### config.mk
export PLATFORM = sky130hd
export DESIGN_NAME = decoder_scan_ctrl
export DESIGN_NICKNAME = d
export VERILOG_FILES = /design/src/rtl/decoder_scan_ctrl_pkg.sv /design/src/rtl/decoder_scan_ctrl_decoder.sv /design/src/rtl/decoder_scan_ctrl.sv
export SDC_FILE = /design/constraint.sdc
export NUM_CORES = 1
export LEC_CHECK = 0
export CORE_UTILIZATION = 30
export CTS_BUF_LIST = sky130_fd_sc_hd__clkbuf_8
export CTS_CLUSTER_SIZE = 12
export DETAILED_ROUTE_END_ITERATION = 7
export GPL_TIMING_DRIVEN = 1
export MAX_ROUTING_LAYER = met4
export PLACE_DENSITY_LB_ADDON = 0.25
export RECOVER_POWER = 100
export SYNTH_ARGS = -nofsm -noshare
export SYNTH_HDL_FRONTEND = slang
export SYNTH_HIERARCHICAL = 1
export SYNTH_SLANG_ARGS = --single-unit
### constraint.sdc
create_clock -name clk -period 2 [get_ports clk]
set_clock_uncertainty 0.2 [all_clocks]
set_input_delay 0.3 -clock clk [delete_from_list [all_inputs] [get_ports clk]]
set_output_delay 0.3 -clock clk [all_outputs]
set_load 0.005 [all_outputs]
### src/rtl/decoder_scan_ctrl_pkg.sv
// Shared definitions for the display scan controller.
//   scan_state_e : scan FSM state encoding
//   SEL_OFF_*    : all-digits-off select values for each polarity
//   apply_pol    : maps an active-high logical pattern to pin polarity
package scan_pkg;

   typedef enum logic [1:0] {
      IDLE  = 2'd0,
      BLANK = 2'd1,
      ON    = 2'd2
   } scan_state_e;

   localparam logic [7:0] SEL_OFF_LOW  = 8'hFF;
   localparam logic [7:0] SEL_OFF_HIGH = 8'h00;

   function automatic logic [7:0] apply_pol(input logic [7:0] v, input bit active_low);
      return active_low ? ~v : v;
   endfunction

endpackage

### src/rtl/decoder_scan_ctrl_decoder.sv
// 3-to-8 binary decoder, purely combinational.
//   a     : binary index in
//   bcode : one-hot, active-high out (bit a set)
module binary_decoder_3x8 (
   input  logic [2:0] a,
   output logic [7:0] bcode
);

   always_comb begin
      bcode    = '0;
      bcode[a] = 1'b1;
   end

endmodule

### src/rtl/decoder_scan_ctrl.sv
// Time-multiplexed scan controller for an 8-digit LED display.
// Walks a digit index 0..7, inserting BLANK_CYCLES all-off cycles before
// each visit and driving the digit for ON_CYCLES when enabled in digit_mask.
//   clk, rst_n  : clock, asynchronous active-low reset
//   en          : scan enable; dropping it parks the FSM with outputs off
//   digit_mask  : bit i enables digit i (sampled at the end of its blank)
//   data_in     : segment pattern per digit, active-high logical
//   sel         : one-hot digit select, polarity per SEL_ACTIVE_LOW
//   seg         : segment drive, polarity per SEG_ACTIVE_LOW
//   idx         : current digit index
//   frame_tick  : one-cycle pulse after idx wraps 7->0
module decoder_scan_ctrl
   import scan_pkg::*;
#(
   parameter int unsigned ON_CYCLES      = 4,
   parameter int unsigned BLANK_CYCLES   = 2,
   parameter bit          SEL_ACTIVE_LOW = 1'b1,
   parameter bit          SEG_ACTIVE_LOW = 1'b1
) (
   input  logic        clk,
   input  logic        rst_n,
   input  logic        en,
   input  logic [7:0]  digit_mask,
   input  logic [63:0] data_in,
   output logic [7:0]  sel,
   output logic [7:0]  seg,
   output logic [2:0]  idx,
   output logic        frame_tick
);

   localparam int unsigned MAX_CYC = (ON_CYCLES > BLANK_CYCLES) ? ON_CYCLES : BLANK_CYCLES;
   localparam int unsigned CW      = $clog2(MAX_CYC) + 1;

   localparam logic [CW-1:0] ON_LAST    = CW'(ON_CYCLES - 1);
   localparam logic [CW-1:0] BLANK_LAST = CW'(BLANK_CYCLES - 1);

   localparam logic [7:0] SEL_OFF = SEL_ACTIVE_LOW ? SEL_OFF_LOW : SEL_OFF_HIGH;
   localparam logic [7:0] SEG_OFF = SEG_ACTIVE_LOW ? SEL_OFF_LOW : SEL_OFF_HIGH;

   scan_state_e   state_q;
   logic [CW-1:0] cnt_q;
   logic [2:0]    idx_q;
   logic [7:0]    sel_q;
   logic [7:0]    seg_q;
   logic          frame_tick_q;

   logic [7:0]    dec_onehot;
   logic [7:0]    seg_raw;
   logic [2:0]    idx_d;
   logic          wrap;

   binary_decoder_3x8 u_dec (
      .a     (idx_q),
      .bcode (dec_onehot)
   );

   always_comb begin
      seg_raw = data_in[{idx_q, 3'b000} +: 8];
      idx_d   = idx_q + 3'd1;
      wrap    = (idx_q == 3'd7);
   end

   always_ff @(posedge clk or negedge rst_n) begin
      if (!rst_n) begin
         state_q      <= IDLE;
         cnt_q        <= '0;
         idx_q        <= '0;
         sel_q        <= SEL_OFF;
         seg_q        <= SEG_OFF;
         frame_tick_q <= 1'b0;
      end else begin
         frame_tick_q <= 1'b0;
         if (!en) begin
            state_q <= IDLE;
            cnt_q   <= '0;
            sel_q   <= SEL_OFF;
            seg_q   <= SEG_OFF;
         end else begin
            unique case (state_q)
               IDLE: begin
                  state_q <= BLANK;
                  cnt_q   <= '0;
                  sel_q   <= SEL_OFF;
                  seg_q   <= SEG_OFF;
               end
               BLANK: begin
                  sel_q <= SEL_OFF;
                  seg_q <= SEG_OFF;
                  if (cnt_q == BLANK_LAST) begin
                     cnt_q <= '0;
                     if (digit_mask[idx_q]) begin
                        // Drive the digit on the same edge the FSM enters ON so
                        // sel/seg are valid for exactly ON_CYCLES cycles.
                        state_q <= ON;
                        sel_q   <= apply_pol(dec_onehot, SEL_ACTIVE_LOW);
                        seg_q   <= apply_pol(seg_raw, SEG_ACTIVE_LOW);
                     end else begin
                        // Masked digit: advance without lighting, stay blank.
                        idx_q        <= idx_d;
                        frame_tick_q <= wrap;
                     end
                  end else begin
                     cnt_q <= cnt_q + CW'(1);
                  end
               end
               ON: begin
                  if (cnt_q == ON_LAST) begin
                     state_q      <= BLANK;
                     cnt_q        <= '0;
                     idx_q        <= idx_d;
                     frame_tick_q <= wrap;
                     sel_q        <= SEL_OFF;
                     seg_q        <= SEG_OFF;
                  end else begin
                     cnt_q <= cnt_q + CW'(1);
                     sel_q <= apply_pol(dec_onehot, SEL_ACTIVE_LOW);
                     seg_q <= apply_pol(seg_raw, SEG_ACTIVE_LOW);
                  end
               end
               default: begin
                  state_q <= IDLE;
                  cnt_q   <= '0;
                  sel_q   <= SEL_OFF;
                  seg_q   <= SEG_OFF;
               end
            endcase
         end
      end
   end

   assign sel        = sel_q;
   assign seg        = seg_q;
   assign idx        = idx_q;
   assign frame_tick = frame_tick_q;

endmodule

==> metrics list, run 1 <==
- The share of synthesized area in the top cell type comes to 22.0%.
* Leakage dissipation: 1.24 nW
* Layout Utilization: 51.9%
* Endpoint with the worst hold slack: cnt_q[0]$_DFF_PN0_
- Number of max-cap violations: 0
* Remaining number of nets flagged by the antenna check after routing: 0
* Clock network fraction of total power: 10.3%
* Routability congestion estimate: 0.801
* Synthesized netlist net count: 236
- The largest total area in the synthesized netlist belongs to dfstp_2.
- Counting I/O delays and the setup requirement, the final critical path takes 1930 ps.
* Portion of the post-synthesis area used by sequential elements: 33.7%
- Sequential Power Share: 25.2%
- The flow ran to the end, and the final reports show no timing, DRC or antenna violations.
* Drt via density: 5.09
* Final Hold Vio Count: 0
- Global routing finished with a remaining overflow of 0.
- Final cycle utilization of the critical path: 96.5%
* Pin count of the biggest net entering global routing: 26
- In the synthesized netlist the dominant register cell turns out to be dfstp_2.
- The cell sitting at the root of the clock tree is a clkbuf_8.
- Largest cells by area after synthesis: dfstp_2 (22%), mux4_1 (21%), dfrtp_1 (12%), ha_1 (6.5%), o211ai_1 (5.5%)
* Half-perimeter wire length after detailed placement: 3740 um
* Depth of the worst register-to-register path: 4
- Average wire per standard cell: 14.0 um
* Clock slew at the register clock pins of the worst setup and hold paths: 90 ps
* Data arrival, critical path: 1920 ps
- For this block, the initial DRC count from the detailed router was 30.
- Unique cell type count in the Yosys netlist: 41
- Worst setup SP type: register
* Top-count cell post-synth: dfstp_2
- Overall via count from detail_route: 1705
- TritonCTS built the clock tree.
- The count of pins over their slew limit came to 0.
* R2r startpoint: idx[0]$_DFFE_PN0P_
- The worst setup path is of the reg2reg kind.
- CTS buffer count: 3
- Yosys printed 6 warnings.
- Gate Count Post-Synth: 151
* Total standard cell area after synthesis: 0.00191 mm2
- Fraction of layout instances using a drive strength above 1: 24.6%
- Crit-path max FO: 15
* Number of synthesized register bits: 25
- The die is 81.9 um wide.
- Combinational cells account for 64.5% of the total power.
* Register-to-register path setup slack: 70 ps
* Initial core utilization: 31.8%
- In this run, synthesis inferred 0 flip-flops with an integrated enable.
- Port Buf Inserts: 94
* Hold WC Path Type: reg2reg
- The number of antenna violations at the first check in global routing came to 0.
- The slowest stage of the critical path is the mux4_1 cell.
- The net count of the finished layout is 346.
- The endpoint identified for the worst register-to-register timing path is seg[5]$_DFF_PN1_.
* Required time at the endpoint of the critical path: 1990 ps
- Setup violations remaining at the end of the flow were counted as 0.
* Clock insertion delay at the later pin of the skew report: 260 ps
- Total routed wirelength: 4680 um
- For this run, asynchronously set or reset flops after synthesis account for 100%.
* Max VDD drop: 0.000497 V
- The number of global-route vias before repair is 1596.
- The initialized floorplan defines 28 standard-cell rows.
* Cell Int Power: 1.86 mW
- The tightest hold path in the finished design has a slack of 332 ps.
- Net switching power figure: 993 uW
- Area added between synthesis and finish: 63.5%
- Power density relative to cell area: 913 mW/mm2
- The die covers 0.00670 mm2.
* Most used standard cells in the synthesized netlist: dfstp_2 (16), mux4_1 (15), o211ai_1 (14), ha_1 (10), nor2_1 (10)
- The repair_antennas step left the layout with diodes totalling 0.
- In the routed design, unresolved DRC markers number 0.
- The clock passes through at most 2 buffers.
* Vertical die dimension: 81.9 um
* I/O pins: 95
* Router iterations before antenna repair: 4
* Filler cell count: 557
- Switching Share: 34.8%
- Global-route wire length before repair: 7210 um
* Core footprint: 0.00603 mm2
- CTS saw 25 sinks.
- Multi-input gate area in the final layout: 0.00121 mm2
- Seq. cell area: 648 um2
* Slew at the pin closest to its max-slew limit: 623 ps
- Average cell area after synthesis: 12.7 um2
* Maximum clock rate: 0.518 GHz
* Hold Crit Depth: 2
* Critical path endpoint category: register
- The critical path goes through buf_6, mux4_1, mux2_2, o211ai_1.
- CTS H-Tree Depth: 1
* Slew Limit Headroom: 58.4%
- Start point of the worst min-delay path: cnt_q[0]$_DFF_PN0_
- Global routing used 14.7% of the available tracks across all layers.
- Crit path largest cell delay: 580 ps
## state kept, by name, summed over array words and instances, names as in the netlist
name	flops
seg	8
sel	8
cnt_q	3
idx	3
state_q	2
frame_tick	1
## metal layers
layer / routed length [um] / vias to the layer above / track usage, %
met5: 0 / - / -
met4: 59 / 0 / 4.91
met3: 304 / 4 / 2.00
met2: 2520 / 83 / 26.8
met1: 1790 / 794 / 16.5
li1: - / 824 / -
## through the flow
stage / std cells / setup slack, ps / TNS (ps) / instance area (um2) / power [mW]
finish: 335 / 69.1 / 0 / 3130 / 2.86
global route: 335 / -13.0 / -24.4 / 3130 / 3.06
CTS: 331 / 3.97 / 0 / 3070 / 2.82
detailed placement: 327 / -28.3 / -185 / 3020 / 2.50
global placement: 327 / -48.8 / -48.8 / 3020 / 2.49
floorplan: 151 / 53.4 / 0 / 1910 / 1.85
## kinds of logic (layout without fill, tap and decap cells)
logic type / count (synthesis) / in the layout / share of synthesized area, %
AOI/OAI and AO/OA: 36 / 36 / 15.3
buffers and inverters: 15 / 124 / 4.57
adders and majority gates: 10 / 10 / 6.54
and+or+nand+nor: 36 / 36 / 10.7
muxes: 28 / 28 / 28.8
xor gates and xnor gates: 1 / 1 / 0.458
DFF: 25 / 25 / 33.7
## critical path, delay by kind of cell, from the launching register on
kind                   cells  cell delay, ps
muxes                      2             860
AOI/OAI and AO/OA          1             170
DFF                        1             410
buffers and inverters      1             210
## what timing repair did
action / CTS / global route
buffers inserted: 0 / 4
gates resized for setup: 4 / 7
pin swaps: 0 / 2
setup endpoints to repair: 4 / 21
hold buffers: 0 / 0
## power by group through the flow
stage | registers, mW | logic [mW] | clock network, mW
6_report | 0.718 | 1.84 | 0.296
5_1_grt | 0.729 | 2.01 | 0.322
4_1_cts | 0.756 | 1.75 | 0.305
3_5_place_dp | 0.758 | 1.74 | 0
3_3_place_gp | 0.756 | 1.73 | 0
2_1_floorplan | 0.781 | 1.07 | 0
## area by class of cell
class	instances	area share, %
clock buffers	3	1.32
well taps	75	3.00
multi-input cells	111	38.7
clock inverters	1	0.160
flip-flops and latches	25	20.7
inverters	6	0.720
repair buffers	114	35.4
## cell usage in the layout, fill, tap and decap left out, types with 7 or more instances in the layout
cell type,instances
clkdlybuf4s50_1,92
dfstp_2,16
o211ai_1,15
mux4_1,15
buf_4,14
nor2_1,10
ha_1,9
mux2_2,8
a21oi_1,7
dfrtp_1,7
## how the worst max path moves through the flow
stage	startpoint	end	slack, ps	depth (start not counted)
finish	idx[0]$_DFFE_PN0P_	seg[5]$_DFF_PN1_	70	4
global route	idx[0]$_DFFE_PN0P_	idx[2]$_DFFE_PN0P_	-10	5
CTS	idx[0]$_DFFE_PN0P_	sel[3]$_DFF_PN1_	4	5
detailed placement	cnt_q[0]$_DFF_PN0_	state_q[0]$_DFFE_PN0P_	-30	6
global placement	cnt_q[0]$_DFF_PN0_	state_q[0]$_DFFE_PN0P_	-50	6
floorplan	idx[0]$_DFFE_PN0P_	seg[0]$_DFF_PN1_	50	4
Power figures use the tool's default switching activity.
==> inputs of run 2 (changes only) <==
Clock period 2 ns to 1.87 ns, I/O delays scaled along.
==> metrics list, run 2 (synthesized netlist as in run 1, its figures left out) <==
- Fraction of layout instances using a drive strength above 1: 29.4%
* Hold WC Path Type: in2async
* Initial core utilization: 31.8%
- The startpoint identified for the worst register-to-register timing path is cnt_q[1]$_DFF_PN0_.
* Total routed wirelength: 4880 um
- Critical register-to-register path endpoint: state_q[0]$_DFFE_PN0P_
- Across all setup checks in the final design, the least slack found is -5.28 ps.
- The tool flagged a number of max-cap violations equal to 0.
- Router iterations before antenna repair: 4
- Critical path destination: state_q[0]$_DFFE_PN0P_
- For the worst flop-to-flop path, the logic depth is 6.
- Routability congestion estimate: 0.783
- Measured on the finished design, the core utilization comes to 53.2%.
- The flow ran to the end, but the final reports show violations.
* Worst setup SP type: register
- CTS buffer count: 3
* TritonCTS Sinks: 25
- IR analysis of the VDD net gives a maximum drop of 0.000480 V.
- Power spread over the standard cell area amounts to 977 mW/mm2.
- Data arrives at the worst endpoint at 1830 ps.
- Area added between synthesis and finish: 67.5%
- STA classifies the critical path endpoint as a register.
* Crit path largest cell delay: 410 ps
* Cell Rows: 28
- In the layout the commonest cells are clkdlybuf4s50_1 (92), buf_4 (17), dfstp_2 (16).
* Half-perimeter wire length after detailed placement: 3850 um
- For this run, the total global-route usage over all layers was measured as 15.4%.
* Cells traversed along the worst timing path: ha_4, ha_4, nor2b_4, a221oi_2, nand3_1, a221o_1
- Number of remaining DRC errors: 0
* Violations in the final reports: setup timing
* Core footprint: 0.00603 mm2
- The worst setup path is of the reg2reg kind.
* Slew Limit Headroom: 57.2%
* Leakage dissipation: 1.25 nW
- The longest clock path from root to sink contains 2 buffers.
- Crit-path max FO: 5
* TritonCTS clock tree: yes
- Setup-violating endpoint count in the final report: 1
- Clock-pin slew was measured on the worst setup and hold paths at 90 ps.
- Maximum clock rate: 0.533 GHz
* Grt total ovfl: 0
- The floorplan step defined a die boundary enclosing 0.00670 mm2.
- The library cell used most frequently in the layout, excluding fill and tap cells, is clkdlybuf4s50_1.
- Setup repair after global routing could not meet its margin everywhere.
* Number of nets in the layout: 348
- Count of routing violations after the opening detailed-route iteration: 30
- Die Width: 81.9 um
* Port Buf Inserts: 94
- 0 antenna diodes ended up in the layout.
- CTS built an H-tree with a depth of 1.
- Via count of the first global-routing pass: 1697
* I/O pins: 95
- Required time at the endpoint of the critical path: 1820 ps
- Antenna violations before repair: 0
- Summing over every cut layer, the via total after detailed routing is 1692.
- Slew at the pin closest to its max-slew limit: 641 ps
* Pins over their slew limit: 0
- The final critical path takes up 100% of the cycle.
- After detailed routing, the number of vias per cell comes to 5.02.
- Post-Place Setup Slack: -130 ps
- Period minus WS final: 1880 ps
- After detailed routing, the average wire length per cell comes to 14.5 um.
* Slowest cell on the critical path: dfrtp_1
- Worst setup path start: cnt_q[1]$_DFF_PN0_
- Clock tree root buffer cell: clkbuf_8
- Register-to-register path setup slack: -5 ps
* Remaining number of nets flagged by the antenna check after routing: 0
- Pin count of the biggest net entering global routing: 26
* Global-route wire length before repair: 7660 um
* Clock insertion delay at the later pin of the skew report: 270 ps
- The number of hold-slack violations in the final timing report is 0.
- Vertical die dimension: 81.9 um
- The cell that appears most often on the critical path is ha_4.
- Buffers inserted to repair hold after CTS numbered 0.
run 2: area by class of cell:
type,count,area [um2]
Inverter,6,22.5
Sequential cell,25,648
Timing Repair Buffer,116,1130
Tap cell,75,93.8
Multi-Input combinational cell,111,1270
Clock inverter,1,7.51
Clock buffer,3,41.3
Fill cell,547,2820
run 2: worst min-delay path by stage:
stage | startpoint | end | slack (ps) | cells after the start
finish | rst_n | cnt_q[2]$_DFF_PN0_ | 360 | 2
global route | rst_n | cnt_q[2]$_DFF_PN0_ | 390 | 2
CTS | rst_n | cnt_q[2]$_DFF_PN0_ | 180 | 2
detailed placement | cnt_q[0]$_DFF_PN0_ | cnt_q[0]$_DFF_PN0_ | 320 | 2
global placement | cnt_q[0]$_DFF_PN0_ | cnt_q[0]$_DFF_PN0_ | 320 | 2
floorplan | rst_n | cnt_q[0]$_DFF_PN0_ | -220 | 0
run 2: metrics by stage:
stage / cells / hold WS (ps) / power (mW) / cell area (um2) / TNS, ps
5_1_grt: 337 / 391 / 3.37 / 3210 / -961
3_5_place_dp: 327 / 318 / 2.71 / 3030 / -2080
2_1_floorplan: 151 / -215 / 1.99 / 1920 / 0
3_3_place_gp: 327 / 324 / 2.69 / 3030 / -1610
4_1_cts: 335 / 177 / 3.11 / 3150 / -21.8
6_report: 337 / 356 / 3.13 / 3210 / -5.28
run 2: report_power, final:
part           internal [mW]  switching [mW]  total (mW)
logic                   1.16           0.868        2.02
clock network          0.151           0.176       0.326
registers              0.710          0.0716       0.782
total                   2.02            1.11        3.13
run 2: layer usage:
layer / track usage (%) / vias up / routed length, um
met1: 19.4 / 785 / 2130
met4: 2.63 / 0 / 42
met3: 1.67 / 4 / 255
met2: 26.7 / 73 / 2450
met5: - / - / 0
li1: - / 830 / -
run 2: critical path, delay by kind of cell (launching register included):
family                     cells  cell delay, ps
DFF                            1             410
adders and majority gates      2             320
and+or+nand+nor                2             170
AOI/OAI and AO/OA              2             640
run 2: repair_timing:
action / 4_1_cts / 5_1_grt
pin swaps: 2 / 4
hold endpoints to repair: 0 / 0
gates resized for setup: 8 / 11
setup buffers: 4 / 2
setup endpoints to repair: 18 / 21
==> inputs of run 3 (changes only) <==
Settings changed: SETUP_SLACK_MARGIN set to 0.15.
==> metrics list, run 3 (synthesized netlist as in run 1, its figures left out) <==
- Status: completed
* Top sig layer: met4
* Clock buffer depth: 2
- The endpoint identified for the worst register-to-register timing path is sel[0]$_DFF_PN1_.
- Slew at the pin closest to its max-slew limit: 691 ps
- The worst setup path is captured at a register.
* Worst setup SP type: register
- Traced cell by cell, the critical path runs through buf_12, mux2i_1, a22oi_4, a41o_4, o211ai_1.
- Number of max-cap violations: 0
- The pre-antenna-repair detailed-routing pass consisted of 4 iterations.
* Final Hold Vio Count: 0
- In the final design database the tool counted 354 nets.
* Fraction of layout instances using a drive strength above 1: 39.9%
- Grt total ovfl: 0
- Required time at the endpoint of the critical path: 1840 ps
- Clock-pin slew was measured on the worst setup and hold paths at 90 ps.
* Final cycle utilization of the critical path: 99.1%
- Max VDD drop: 0.000624 V
- Seq. cell area: 647 um2
- Type of the worst setup path: reg2reg
- R2r startpoint: idx[0]$_DFFE_PN0P_
- Setup-violating endpoint count in the final report: 0
- Vertical die dimension: 81.9 um
* Area enclosed by the die boundary: 0.00670 mm2
- Global routing used 16.2% of the available tracks across all layers.
- Slowest cell on the critical path: dfrtp_2
- Leakage dissipation: 1.24 nW
* Average wire per standard cell: 15.0 um
* Antenna violations before repair: 0
- The floorplan step defined a core boundary enclosing 0.00603 mm2.
- Area added between synthesis and finish: 70.9%
* Amount of wire on met3 after detailed routing: 183 um
- Setup slack closes at 16.8 ps.
- CTS H-Tree Depth: 1
- After detailed placement, the total cell area comes to 0.00307 mm2.
- Routability congestion estimate: 0.728
- Derived from the worst setup path, the maximum achievable clock frequency is 0.540 GHz.
- Multi-input gate area in the final layout: 0.00129 mm2
- CTS buffer count: 3
- The number of global-route vias before repair is 1752.
* Port Buf Inserts: 94
- Measured along the x axis, the die boundary spans 81.9 um.
* Finished Cell Area: 0.00327 mm2
- For the worst setup path, the data arrival time is 1830 ps.
- Detailed routing inserted a total of 1739 vias.
- In this run the core area contains 28 standard-cell rows.
- The routed design has 5150 um of wire.
* Period minus WS final: 1850 ps
- Crit-path max FO: 16
* Power density relative to cell area: 1010 mW/mm2
* Pin count of the biggest net entering global routing: 26
- Pins over their slew limit: 0
- Setup repair after global routing missed its margin: yes
* Filler cell count: 536
* Drt via density: 5.07
- TritonCTS clock tree: yes
- Hold WC Path Type: in2async
- Counting cells, the worst reg-to-reg path comes to 5.
- Global-route wire length before repair: 8150 um
- In this run the count of I/O pins placed on the die edge is 95.
- Number of antenna diodes: 0
- Count of routing violations after the opening detailed-route iteration: 33
* Clock tree root buffer cell: clkbuf_8
- Once the floorplan was initialized, standard cells occupied 31.8% of the core.
* Met1 Wirelength: 2210 um
- Leaving out fill and tap cells, the most frequent cell in the layout is clkdlybuf4s50_1.
- Highest-count cells in the layout ignoring fill and taps: clkdlybuf4s50_1 (73), buf_4 (23), dlygate4sd2_1 (19)
- The count of nets left with antenna violations once routing finished came out at 0.
- The clock net in this run drives a total of 25 sinks.
* Half-perimeter wire length after detailed placement: 4070 um
- Met2 wire length: 2700 um
- Post-Place Setup Slack: -195 ps
- Slew Limit Headroom: 53.9%
* Cts-stage hold buffer count: 0
- Number of remaining DRC errors: 0
- The largest single stage delay on the critical path is 460 ps.
- Register-to-register path setup slack: 20 ps
- At the later pin of the worst-skew pair, clock insertion delay measures 270 ps.
## run 3: layout make-up
class / count / share of cell area (%)
multi-input cells: 111 / 39.6
repair buffers: 122 / 35.6
flip-flops and latches: 25 / 19.8
well taps: 75 / 2.87
clock buffers: 3 / 1.26
inverters: 6 / 0.688
clock inverters: 1 / 0.191
## run 3: worst max-delay path by stage
stage / slack, ps / cells past startpoint / from / end
after floorplan: 30 / 4 / idx[0]$_DFFE_PN0P_ / seg[0]$_DFF_PN1_
after global placement: -130 / 4 / state_q[1]$_DFFE_PN0P_ / seg[4]$_DFF_PN1_
after detailed placement: -190 / 4 / state_q[1]$_DFFE_PN0P_ / seg[3]$_DFF_PN1_
after CTS: -3 / 5 / idx[0]$_DFFE_PN0P_ / sel[0]$_DFF_PN1_
after global routing: -70 / 5 / idx[0]$_DFFE_PN0P_ / sel[4]$_DFF_PN1_
final: 20 / 5 / idx[0]$_DFFE_PN0P_ / sel[0]$_DFF_PN1_
## run 3: metrics by stage
| stage | TNS, ps | util (%) | instances | hold slack (ps) | power, mW |
|---|---|---|---|---|---|
| 6_report | 0 | 54.3 | 343 | 336 | 3.29 |
| 5_1_grt | -729 | 54.3 | 343 | 415 | 3.52 |
| 4_1_cts | -3.38 | 53.1 | 341 | 177 | 3.26 |
| 3_5_place_dp | -2560 | 51.0 | 331 | 318 | 2.92 |
| 3_3_place_gp | -1650 | 51.0 | 331 | 316 | 2.89 |
| 2_1_floorplan | 0 | - | 151 | -215 | 2.15 |
## run 3: what timing repair did
item	in CTS	in global routing
buffers inserted	6	2
resized for setup	32	11
endpoints found under the setup margin	40	24
pin swaps	4	7
cloned	0	0
## run 3: per-layer routing
layer	GRT usage, %	up-vias
met1	21.2	857
met5	-	-
li1	-	825
met3	1.00	4
met2	27.2	53
met4	4.56	0
## run 3: report_power, final
part	total [mW]	leakage, nW	switching [mW]	internal (mW)
sequential	0.787	0.288	0.0780	0.709
clock	0.330	0.0260	0.178	0.152
combinational	2.18	0.921	0.952	1.22
## run 3: critical path: cells and delay by family, from the launching register on
family                 cells  cell delay, ps
flip-flops                 1             460
multiplexers               1             150
buffers and inverters      1             170
AO/OA/AOI/OAI              3             770
